===== src/rtl/serial_shift_unit_pkg.sv =====
// Shared encodings for the serial shift unit: operation codes and FSM states.
package serial_shift_unit_pkg;

  typedef enum logic [1:0] {
    OP_SLL  = 2'b00,
    OP_SRL  = 2'b01,
    OP_SRA  = 2'b10,
    OP_ROTR = 2'b11
  } op_e;

  typedef enum logic [1:0] {
    S_IDLE  = 2'b00,
    S_SHIFT = 2'b01,
    S_DONE  = 2'b10
  } state_e;

endpackage


===== src/rtl/serial_shift_unit_if.sv =====
// Request/response bundle between the execution path and the serial shifter.
interface serial_shift_unit_if #(
  parameter int size = 32,
  parameter int shw  = 5
);

  logic            start_i;
  logic [1:0]      op_i;
  logic [shw-1:0]  shamt_i;
  logic [size-1:0] data_i;
  logic            busy_o;
  logic            done_o;
  logic [size-1:0] data_o;

  // Requester side: issues shifts, watches the handshake and result.
  modport master (
    output start_i, op_i, shamt_i, data_i,
    input  busy_o, done_o, data_o
  );

  // Shifter side.
  modport slave (
    input  start_i, op_i, shamt_i, data_i,
    output busy_o, done_o, data_o
  );

endinterface


===== src/rtl/serial_shift_unit_shift_step.sv =====
// One-position shift of a data word for the selected operation; purely combinational.
module shift_step
  import serial_shift_unit_pkg::*;
#(
  parameter int size = 32
) (
  input  logic [size-1:0] data,
  input  op_e             op,
  output logic [size-1:0] result
);

  logic signed [size-1:0] data_s;

  assign data_s = $signed(data);

  // Select the single-bit shift for this op; fill bit depends on the op.
  always_comb begin
    result = data;
    case (op)
      OP_SLL:  result = {data[size-2:0], 1'b0};
      OP_SRL:  result = {1'b0, data[size-1:1]};
      OP_SRA:  result = $unsigned(data_s >>> 1);
      OP_ROTR: result = {data[0], data[size-1:1]};
      default: result = data;
    endcase
  end

endmodule


===== src/rtl/serial_shift_unit.sv =====
// Multi-cycle variable shifter: one bit position per clock, start/busy/done handshake.
// The result register is shifted in place, so wide shifts cost cycles, not logic.
module serial_shift_unit
  import serial_shift_unit_pkg::*;
#(
  parameter int size = 32,
  parameter int shw  = 5
) (
  input  logic                clk_i,
  input  logic                rst_i,
  serial_shift_unit_if.slave  bus
);

  state_e          state;
  op_e             op_q;
  logic [shw-1:0]  count;
  logic [size-1:0] data_q;
  logic [size-1:0] data_step;
  logic            ready;

  // A new request may be taken whenever no shift is in progress, including the DONE cycle.
  assign ready = (state == S_IDLE) || (state == S_DONE);

  shift_step #(
    .size (size)
  ) u_step (
    .data   (data_q),
    .op     (op_q),
    .result (data_step)
  );

  // FSM, remaining-shift counter and result register; reset abandons any shift in flight.
  always_ff @(posedge clk_i or negedge rst_i) begin
    if (!rst_i) begin
      state  <= S_IDLE;
      op_q   <= OP_SLL;
      count  <= '0;
      data_q <= '0;
    end else begin
      case (state)
        S_IDLE, S_DONE: begin
          if (bus.start_i) begin
            data_q <= bus.data_i;
            op_q   <= op_e'(bus.op_i);
            count  <= bus.shamt_i;
            state  <= (bus.shamt_i != '0) ? S_SHIFT : S_DONE;
          end else begin
            state  <= S_IDLE;
          end
        end
        S_SHIFT: begin
          data_q <= data_step;
          count  <= count - shw'(1);
          if (count == shw'(1)) begin
            state <= S_DONE;
          end
        end
        default: begin
          state <= S_IDLE;
        end
      endcase
    end
  end

  assign bus.busy_o = (state == S_SHIFT);
  assign bus.done_o = (state == S_DONE);
  assign bus.data_o = data_q;

  logic unused_ok;
  assign unused_ok = ready;

endmodule

===== src/flat_wrapper.sv =====
// flat-port wrapper written by rule: the top's interface ports become plain ports
module serial_shift_unit_flat import serial_shift_unit_pkg::*;
#(
  parameter int size = 32,
  parameter int shw  = 5
)
  (clk_i, rst_i, bus_start_i, bus_op_i, bus_shamt_i, bus_data_i, bus_busy_o, bus_done_o, bus_data_o);
  serial_shift_unit_if #(.size(size), .shw(shw)) bus_i ();
  input  logic clk_i;
  input  logic rst_i;
  input wire logic [$bits(bus_i.start_i)-1:0] bus_start_i;
  input wire logic [$bits(bus_i.op_i)-1:0] bus_op_i;
  input wire logic [$bits(bus_i.shamt_i)-1:0] bus_shamt_i;
  input wire logic [$bits(bus_i.data_i)-1:0] bus_data_i;
  output wire logic [$bits(bus_i.busy_o)-1:0] bus_busy_o;
  output wire logic [$bits(bus_i.done_o)-1:0] bus_done_o;
  output wire logic [$bits(bus_i.data_o)-1:0] bus_data_o;
  assign bus_i.start_i = bus_start_i;
  assign bus_i.op_i = bus_op_i;
  assign bus_i.shamt_i = bus_shamt_i;
  assign bus_i.data_i = bus_data_i;
  assign bus_busy_o = bus_i.busy_o;
  assign bus_done_o = bus_i.done_o;
  assign bus_data_o = bus_i.data_o;
  serial_shift_unit #(.size(size), .shw(shw)) u_core (.clk_i(clk_i), .rst_i(rst_i), .bus(bus_i));
endmodule

===== config.mk =====
export PLATFORM = sky130hd
export DESIGN_NAME = serial_shift_unit_flat
export DESIGN_NICKNAME = d
export VERILOG_FILES = /design/src/rtl/serial_shift_unit_pkg.sv /design/src/rtl/serial_shift_unit_if.sv /design/src/rtl/serial_shift_unit_shift_step.sv /design/src/rtl/serial_shift_unit.sv /design/src/flat_wrapper.sv
export SDC_FILE = /design/constraint.sdc
export NUM_CORES = 1
export LEC_CHECK = 0
export BUFFER_PORTS_ARGS = -buffer_cell sky130_fd_sc_hd__buf_2
export CELL_PAD_IN_SITES_DETAIL_PLACEMENT = 0
export CELL_PAD_IN_SITES_GLOBAL_PLACEMENT = 1
export CORE_MARGIN = 2
export CORE_UTILIZATION = 33
export DETAILED_ROUTE_END_ITERATION = 12
export GPL_ROUTABILITY_DRIVEN = 0
export GPL_TIMING_DRIVEN = 0
export PLACE_DENSITY_LB_ADDON = 0.1
export SLEW_MARGIN = 20
export SYNTH_ARGS = -nofsm -noshare
export SYNTH_HDL_FRONTEND = slang
export SYNTH_SLANG_ARGS = --single-unit

===== constraint.sdc =====
create_clock -name clk_i -period 3.4 [get_ports clk_i]
set_clock_uncertainty 0.05 [all_clocks]
set_input_delay 0.68 -clock clk_i [delete_from_list [all_inputs] [get_ports clk_i]]
set_output_delay 0.68 -clock clk_i [all_outputs]
set_load 0.005 [all_outputs]

==> Word-level counts from Yosys, hierarchy flattened <==
Index checks and enable logic that the tools add are counted.
{ "word_totals": {"regBits": 41, "out_inout_bits": 34, "input_bits": 42, "word_cells": 32} }
{ "op_classes": {"eq_ne": 9, "n_reduce_logical": 8, "n_mux": 9, "n_addsub": 1} }
{ "ops": {"columns": ["cell", "count"], "rows": [
  ["$pmux W32 S4", 1],
  ["$pmux W32 S2", 1],
  ["$mux W32", 1],
  ["$pmux W5 S2", 1],
  ["$eq A2 B2 Y1 const B", 3],
  ["$mux W2", 3],
  ["$eq A5 B1 Y1 const B", 1],
  ["$mux W5", 1],
  ["$reduce_bool A5 Y1", 1],
  ["$sub A5 B1 Y5 const B", 1],
  ["$eq A2 B1 Y1 const B", 2],
  ["$logic_not A2 Y1", 2],
  ["$ne A2 B2 Y1 const B", 2],
  ["$pmux W2 S2", 1],
  ["$reduce_and A2 Y1", 2],
  ["$reduce_and A3 Y1", 1],
  ["$ne A2 B1 Y1 const B", 1],
  ["$reduce_bool A2 Y1", 1],
  ["$reduce_or A2 Y1", 1]
]} }

==> Logic depth before layout (Yosys ltp) <==
Gate-level depths: netlist of the first run.
{ "depth": {"ltp_word": 4, "depth_mapped": 6} }

==> By module <==
Synthesis of the first run repeated with hierarchy kept, for this count alone.
{ "hier_totals": {"hier_cells": 262, "area_unflattened_um2": 2511.2} }
{ "modules_own_cells": {"columns": ["module", "seq_area_each_um2", "area_per_inst_um2", "instances", "cells_each"], "rows": [
  ["serial_shift_unit", 1026.0, 1993.2, 1, 224],
  ["shift_step", 0.0, 518.0, 1, 38]
]} }

==> Least setup slack after synthesis of the first run <==
No wires, ideal clock.
{ "synth_path": {"path_type": "input port to flip-flop", "startpoint": "in bus_shamt_i[3]", "endpoint": "reg u_core.state[0]", "slack_ns": 1.800, "arrival_time_ns": 1.415, "t_required_ns": 3.215, "path_buffers": 0, "cell_stages": 3, "path_cell_list": "or4_1 -> o21ai_0 -> o21ai_0"} }
{ "synth_between": {"elab_chain_len": 4} }
{ "synth_rtl": {"columns": ["element", "line_no", "rtl"], "rows": [
  ["from (decl)", "flat_wrapper.sv:13", "input wire logic [$bits(bus_i.shamt_i)-1:0] bus_shamt_i;"],
  ["$reduce_bool A5 Y1", "serial_shift_unit.sv:46", "state <= (bus.shamt_i != '0) ? S_SHIFT : S_DONE;"],
  ["$mux W2", "serial_shift_unit.sv:46", null],
  ["$mux W2", "serial_shift_unit.sv:42", "if (bus.start_i) begin"],
  ["$pmux W2 S2", "serial_shift_unit.sv:40", "case (state)"],
  ["to (signal assigned)", "serial_shift_unit.sv:46", null],
  ["to (decl)", "serial_shift_unit.sv:14", "state_e state;"]
]} }
Every way passes these cells.
A chain may end at the register's enable or synchronous reset.

==> Worst setup path in the final report of the first run <==
{ "layout_path": {"startpoint": "reg u_core.state[1]", "endpoint": "out bus_busy_o"} }
{ "layout_between": {"elab_chain_len": 1} }
{ "layout_rtl": {"columns": ["element", "line_no", "rtl"], "rows": [
  ["$eq A2 B1 Y1", "serial_shift_unit.sv:65", "assign bus.busy_o = (state == S_SHIFT);"],
  ["to (decl)", "flat_wrapper.sv:15", "output wire logic [$bits(bus_i.busy_o)-1:0] bus_busy_o;"]
]} }
Every way passes these cells.

==> impl_results.md, run 1 <==
- Cell Int Power: approximately 1.5 mW
- Fillcell total: 709
- Highest net fanout along the worst path: 10
- Via density per instance: slightly above 5
- Synth unique cells: 35
- Ys async rst share: 100.0%
- CTS tree: done
- DRT iter0 DRCs: 87
- Max Clock Freq: 495.7 MHz
- DRT met1 WL: 3096 um
- Net Sw Frac: 40.47%
- Worst-Skew Late Latency: 0.30 ns
- Antenna cells: 0
- Die width: 87.30 um
- Overall routing resource usage: 16.97%
- Leak pwr: 1.365 nW
- Layout cells sized above 1: 31.21%
- P per Cell Area: approximately 900 nW/um^2
- Final HPWL DP: 4396 um
- Number of CTS-inserted buffers: 5
- Fin area: between 2000 and 3000 um^2
- Number of synthesized register bits: slightly above 40
- Die Area: 7620 um^2
- Vias in the first global route: a little under 2000
- Worst-Margin Slew: 0.9797 ns
- TNS Setup: 0 ns
- Max_cap viols: 0
- Number of H-tree levels: 2
- Area Overhead vs Synth: 25.85%
- Routed wire length: 6223 um
- Routed WL per cell: 15.79 um
- Sw Pwr: approximately 1.0 mW
- Die Y: 87.30 um
- Post-layout minimum cycle time: 2.017 ns
- Post-DRT Antenna Nets: 0
- Nets: 357
- Antenna violations before repair: 0
- Post-CTS Hold Buffers: 0
- Clock power share: 16.1%
- Setup crit end kind: output port
- Resize count post-CTS: 0
- Synthesized Nets: 275
- Sequential area share after synthesis: between 40 and 50%
- Cells after synthesis: 231
- Rows: 30
- Slew HR: 34.69%
- Mean area per synthesized cell: 9.912 um^2
- Synth warn: 0
- Max-slew violation count: 0
- Deepest clock path buffer count: 2
- First-pass GRT wire length: roughly 10000 um
- Crit path required time: 2.67 ns
- Top Ports: 76
- Top FF cell, synth: dfrtp_1
- DR pass1 iterations: 4
- Final Hold Fails: 0
- Reg power frac: 37.4%
- Vias: 2015
- Peak VDD IR: 0.3130 mV
- Postcts setup bufs: 0
- Max layer used: met4
- Clock transition at the registers of the reported paths: roughly 0.080 ns
- Status: finished, final reports clean
- Most common cell after layout, fill and taps aside: buf_2
- Syn Std Cell Area: roughly 2300 um^2
- Placed instance area: 2765 um^2
- Starting Density: 33.89%
- DRC Markers: 0
- Met2 Wirelength: 2753 um
- Total gr overflow: 0
- Clock Sinks: 41
- Core footprint: 6756 um^2
- Combinational share of power: between 40% and 50%
- CP Launch Type: flip-flop
- Endpoints failing setup: 0
- Final period utilization: 59.34%
- CP arrival: 1.29 ns
- WS Path Type: flip-flop to output port
- CTS root buf: clkbuf_8
- Metal3 WL: between 200 and 300 um
- Commonest cells after routing, fill and taps aside: buf_2 (76), dfrtp_1 (41), mux2i_1 (31), a21oi_1 (31)
- Total power: 2.595 mW
- Port bufs: 75
- Hold/Removal Path Class: flip-flop to flip-flop
- Largest net degree at the start of global routing: between 40 and 50
- RSZ-0062 raised after global routing: false
- Post-synth EDFFs: 0
==> worst paths after layout <==
kind | start | to | slack (ns) | cells after the start
worst max-delay path | u_core.state[1] | bus_busy_o | 1.38 | 4
worst min-delay path | u_core.count[4] | u_core.count[4] | 0.47 | 1
worst max register to register | u_core.state[0] | u_core.bus.data_o[6] | 1.83 | 5
worst min register to register | u_core.count[4] | u_core.count[4] | 0.47 | 1
max in group asynchronous | rst_i | u_core.op_q[1] | 2.20 | 1
min in group asynchronous | rst_i | u_core.bus.data_o[14] | 0.49 | 1
==> cell type report <==
type / instances / area, um^2 / area share (%)
inverters: 3 / 11.26 / 0.3908
repair buffers: 75 / 375.4 / 13.03
flip-flops and latches: 41 / 1026 / 35.61
plain buffers: 17 / 110.1 / 3.821
clock buffers: 7 / 86.33 / 2.996
clock inverters: 1 / 30.03 / 1.042
well taps: 80 / 100.1 / 3.474
multi-input cells: 170 / 1142 / 39.64
==> layer usage <==
layer,global-route usage (%),up-vias
met5,0,-
met3,2.938,7
met2,25.62,58
met1,24.41,952
li1,-,998
met4,6.014,0
==> power by group through the flow <==
stage | Sequential (mW) | Clock (mW) | Combinational [mW]
final | 0.969 | 0.417 | 1.21
after global routing | 1.01 | 0.446 | 1.36
after CTS | 0.976 | 0.428 | 1.23
after detailed placement | 0.984 | 0 | 1.23
after global placement | 0.983 | 0 | 1.22
after floorplan | 0.933 | 0 | 0.828
==> Yosys cell counts (2+ instances only) <==
library cell	n	share of area (%)
buf_4	4	1.3
ha_1	2	1.1
buf_6	4	2.0
mux2i_1	31	14
o21a_1	30	9.8
o211ai_1	2	0.66
o21ai_0	30	6.6
nor2_1	6	0.98
inv_1	2	0.33
clkbuf_1	8	1.3
o21ai_1	5	1.1
nand2_1	11	1.8
dfrtp_1	41	45
a21oi_1	31	6.8
nand3_1	4	0.87
==> worst max-delay path: stages (launching register included) <==
cell,delay (ns)
dfrtp_1,0.38
nand2b_2,0.19
buf_6,0.15
inv_2,0.13
buf_2,0.14
==> state kept, by name, summed over array words and instances (netlist names) <==
signal / cells
u_core.bus.data_o: 32
u_core.count: 5
u_core.op_q: 2
u_core.state: 2
==> metrics by stage <==
step                utilization [%]  std cells  hold WS (ns)  setup WS, ns
CTS                           42.65        394        0.4715         1.368
global placement              40.93        386        0.4525         1.501
floorplan                         -        231        0.3344         1.800
finish                        42.65        394        0.4729         1.383
detailed placement            40.93        386        0.4578         1.487
global route                  42.65        394        0.4998         1.316
==> cell families after synthesis <==
logic type	count (synthesis)	synth area share, %
AOI/OAI and AO/OA	102	26.28
adders and majority gates	2	1.093
buffers and inverters	20	5.300
DFF	41	44.81
muxes	32	14.04
and+or+nand+nor	34	8.471
Power figures use the tool's default switching activity.
==> run 2: changes to the inputs <==
- ABC_AREA: not set -> 1
- clock period: 3.4 -> 2.01 ns (I/O delays scaled with it)
==> run 2 against run 1 <==
Utilization shrank 1.1 points. Wire length rose by 13%. Flip-flop and latch count did not move. Worst setup slack worse by 1.0 ns. Count of clock-buffer cells in the layout unchanged. Via count is 23% higher. Area after synthesis is 15% higher. Worst hold slack got worse by 0.42 ns. Clock power grew 36%. Cell area rose by 12%. Combinational power increased to 3.1 times the previous value. Sequential share of layout area fell by 3.7 points.
==> impl_results.md, run 2 <==
- Synthesized Nets: 393 (+43%)
- Post-CTS Hold Buffers: 0 (unchanged)
- Final HPWL DP: 5056 um (+15%)
- Routed wire length: 7017 um (+13%)
- Hold/Removal Path Class: primary input to async pin
- Total gr overflow: 0 (unchanged)
- Synth unique cells: 22 (-37%)
- WS Path Type: flip-flop to output port
- Crit path launch: u_core.state[1]
- Area Overhead vs Synth: 22.57%
- Fin area: 3214 um^2 (+12%)
- Max_cap viols: 0 (unchanged)
- Worst-Margin Slew: 0.5606 ns (-0.4190 ns)
- Met1 Track Usage GR: 21.48% (-2.9 points)
- Max FFs per register: 32 (unchanged)
- Endpoints failing setup: 0 (unchanged)
- Layout cells sized above 1: 33.87% (+2.7 points)
- Via density per instance: 4.634 (-9.4%)
- CP arrival: 1.21 ns (-0.08 ns)
- CTS tree: done
- Post-synth EDFFs: 0 (unchanged)
- Starting Density: 33.94% (+0.049 points)
- Postcts setup bufs: 0 (unchanged)
- Commonest cells after routing, fill and taps aside: nand2_1 (88), buf_2 (85), inv_1 (42)
- Antenna cells: 0 (unchanged)
- Area leader, netlist: dfrtp_1
- Final period utilization: 82.72%
- Vias in the first global route: 2366 (+21%)
- Count leader, synth: nand2_1
- Placed instance area: 3126 um^2 (+13%)
- DRC Markers: 0 (unchanged)
- DR pass1 iterations: 4 (unchanged)
- Post-DRT Antenna Nets: 0 (unchanged)
- TNS Setup: 0 ns (unchanged)
- Met2 usage: 29.35% (+3.7 points)
- Synth top cells by count: nand2_1 (88), inv_1 (42), dfrtp_1 (41), nor2_1 (39), o21ai_0 (35)
- Mean area per synthesized cell: 7.514 um^2 (-24%)
- Crit-path leading delay family: buffers and inverters
- First-pass GRT wire length: 11470 um (+15%)
- P per Cell Area: 1826 nW/um^2 (+100%)
- Met3 usage: 2.659% (-0.28 points)
- Setup crit end kind: output port
- DRT iter0 DRCs: 85 (-2.3%)
- Number of CTS-inserted buffers: 5 (unchanged)
- Status: finished, final reports clean
- CTS root buf: clkbuf_8
- RSZ-0062 raised after global routing: false
- Clock transition at the registers of the reported paths: 0.08 ns (about the same)
- Final worst slack: 0.3473 ns (-1.035 ns)
- Clock Sinks: 41 (unchanged)
- GR peak layer: met2
- Die Y: 93.15 um (+6.7%)
- Max Clock Freq: about 600 MHz
- Sequential area share after synthesis: 39.12% (-5.7 points)
- Pre-CTS setup slack: 0.6384 ns (-0.8485 ns)
- Deepest clock path buffer count: 2 (unchanged)
- Port bufs: 75 (unchanged)
- Synth warn: 0 (unchanged)
- CP Launch Type: flip-flop
- Min Hold Slack: 0.05163 ns (-0.4213 ns)
- Rows: 32 (+6.7%)
- Antenna violations before repair: 0 (unchanged)
- Nets: 475 (+33%)
- Slew HR: 62.63% (+28 points)
- Worst r2r src: u_core.state[0]
- Worst-Skew Late Latency: 0.29 ns (about the same)
- Cells after synthesis: 349 (+51%)
- Number of synthesized register bits: 41 (unchanged)
- Leak pwr: 1.680 nW (+23%)
- Top Ports: 76 (unchanged)
- Critical Path Max Stage Delay: 0.36 ns (-0.02 ns)
- Max-slew violation count: 0 (unchanged)
- Die width: 93.15 um (+6.7%)
- Fillcell total: 861 (+21%)
- Resize count post-CTS: 0 (unchanged)
- Crit path required time: 1.56 ns (-1.11 ns)
- Highest net fanout along the worst path: 10 (unchanged)
- Post-layout minimum cycle time: 1.663 ns
- Cell Chain, Critical Path: inv_1 > nand2_2 > inv_2 > buf_4 > buf_2
- Peak VDD IR: 0.5042 mV (+61%)
- Routed WL per cell: 13.17 um (-17%)
- Yosys top cell area share: 39.12% (-5.7 points)
- Largest net degree at the start of global routing: 42 (unchanged)
- Overall routing resource usage: 16.75% (-0.23 points)
- Syn Std Cell Area: 2623 um^2 (+15%)
- Final Hold Fails: 0 (unchanged)
- Die Area: 8676 um^2 (+14%)
- Area contributors post-synth: dfrtp_1 (39%), nand2_1 (13%), nand3_2 (7.6%)
- Vias: 2470 (+23%)
- Most common cell after layout, fill and taps aside: nand2_1
- Crit path buffers/inverters: 4 (+1)
- Slowest cell on crit path: dfrtp_1
- Top FF cell, synth: dfrtp_1
- Core footprint: 7727 um^2 (+14%)
- Ys async rst share: 100.0% (unchanged)
- Number of H-tree levels: 2 (unchanged)
==> run 2: final timing paths <==
path	cells after the start	endpoint	slack [ns]
hold / removal	1	u_core.bus.data_o[5]	0.05
hold reg to reg	2	u_core.count[4]	0.48
setup reg to reg	5	u_core.bus.data_o[8]	0.67
min in group clk_i	3	u_core.op_q[0]	0.26
max in group asynchronous	1	u_core.bus.data_o[27]	1.48
setup / recovery	5	bus_busy_o	0.35
==> run 2: cell type report <==
class / instances / area (um^2) / area share [%]
Inverter: 45 / 168.9 / 5.255
Tap cell: 102 / 127.6 / 3.970
Sequential cell: 41 / 1026 / 31.92
Multi-Input combinational cell: 243 / 1266 / 39.39
Clock buffer: 7 / 86.33 / 2.686
Timing Repair Buffer: 75 / 377.9 / 11.76
Buffer: 20 / 161.4 / 5.021
==> run 2: kinds of logic after synthesis <==
kind of cell | share of synthesized area [%]
AND/OR/NAND/NOR | 30.82
adder cells (fa/ha/maj) | 0.9540
AO/OA/AOI/OAI | 16.51
flip-flops | 39.12
buffers and inverters | 12.60
==> run 2: power breakdown <==
group          total [mW]  leakage [nW]  internal [mW]  switching, mW
clock               0.566        0.0443          0.273          0.293
sequential           1.61         0.487           1.28          0.330
combinational        3.70          1.15           1.51           2.19
total                5.87          1.68           3.06           2.81
==> run 2: layer usage <==
| layer | part of all wire, % | wire (um) |
|---|---|---|
| met5 | 0 | 0 |
| met4 | 1.3 | 89 |
| met3 | 3.9 | 276 |
| met2 | 49 | 3421 |
| met1 | 46 | 3229 |
==> run 2: stage by stage <==
stage	std cells	total power, mW	util [%]
2_1_floorplan	349	4.310	-
3_3_place_gp	526	5.349	40.45
3_5_place_dp	526	5.385	40.45
4_1_cts	533	5.970	41.56
5_1_grt	533	6.488	41.60
6_report	533	5.869	41.60
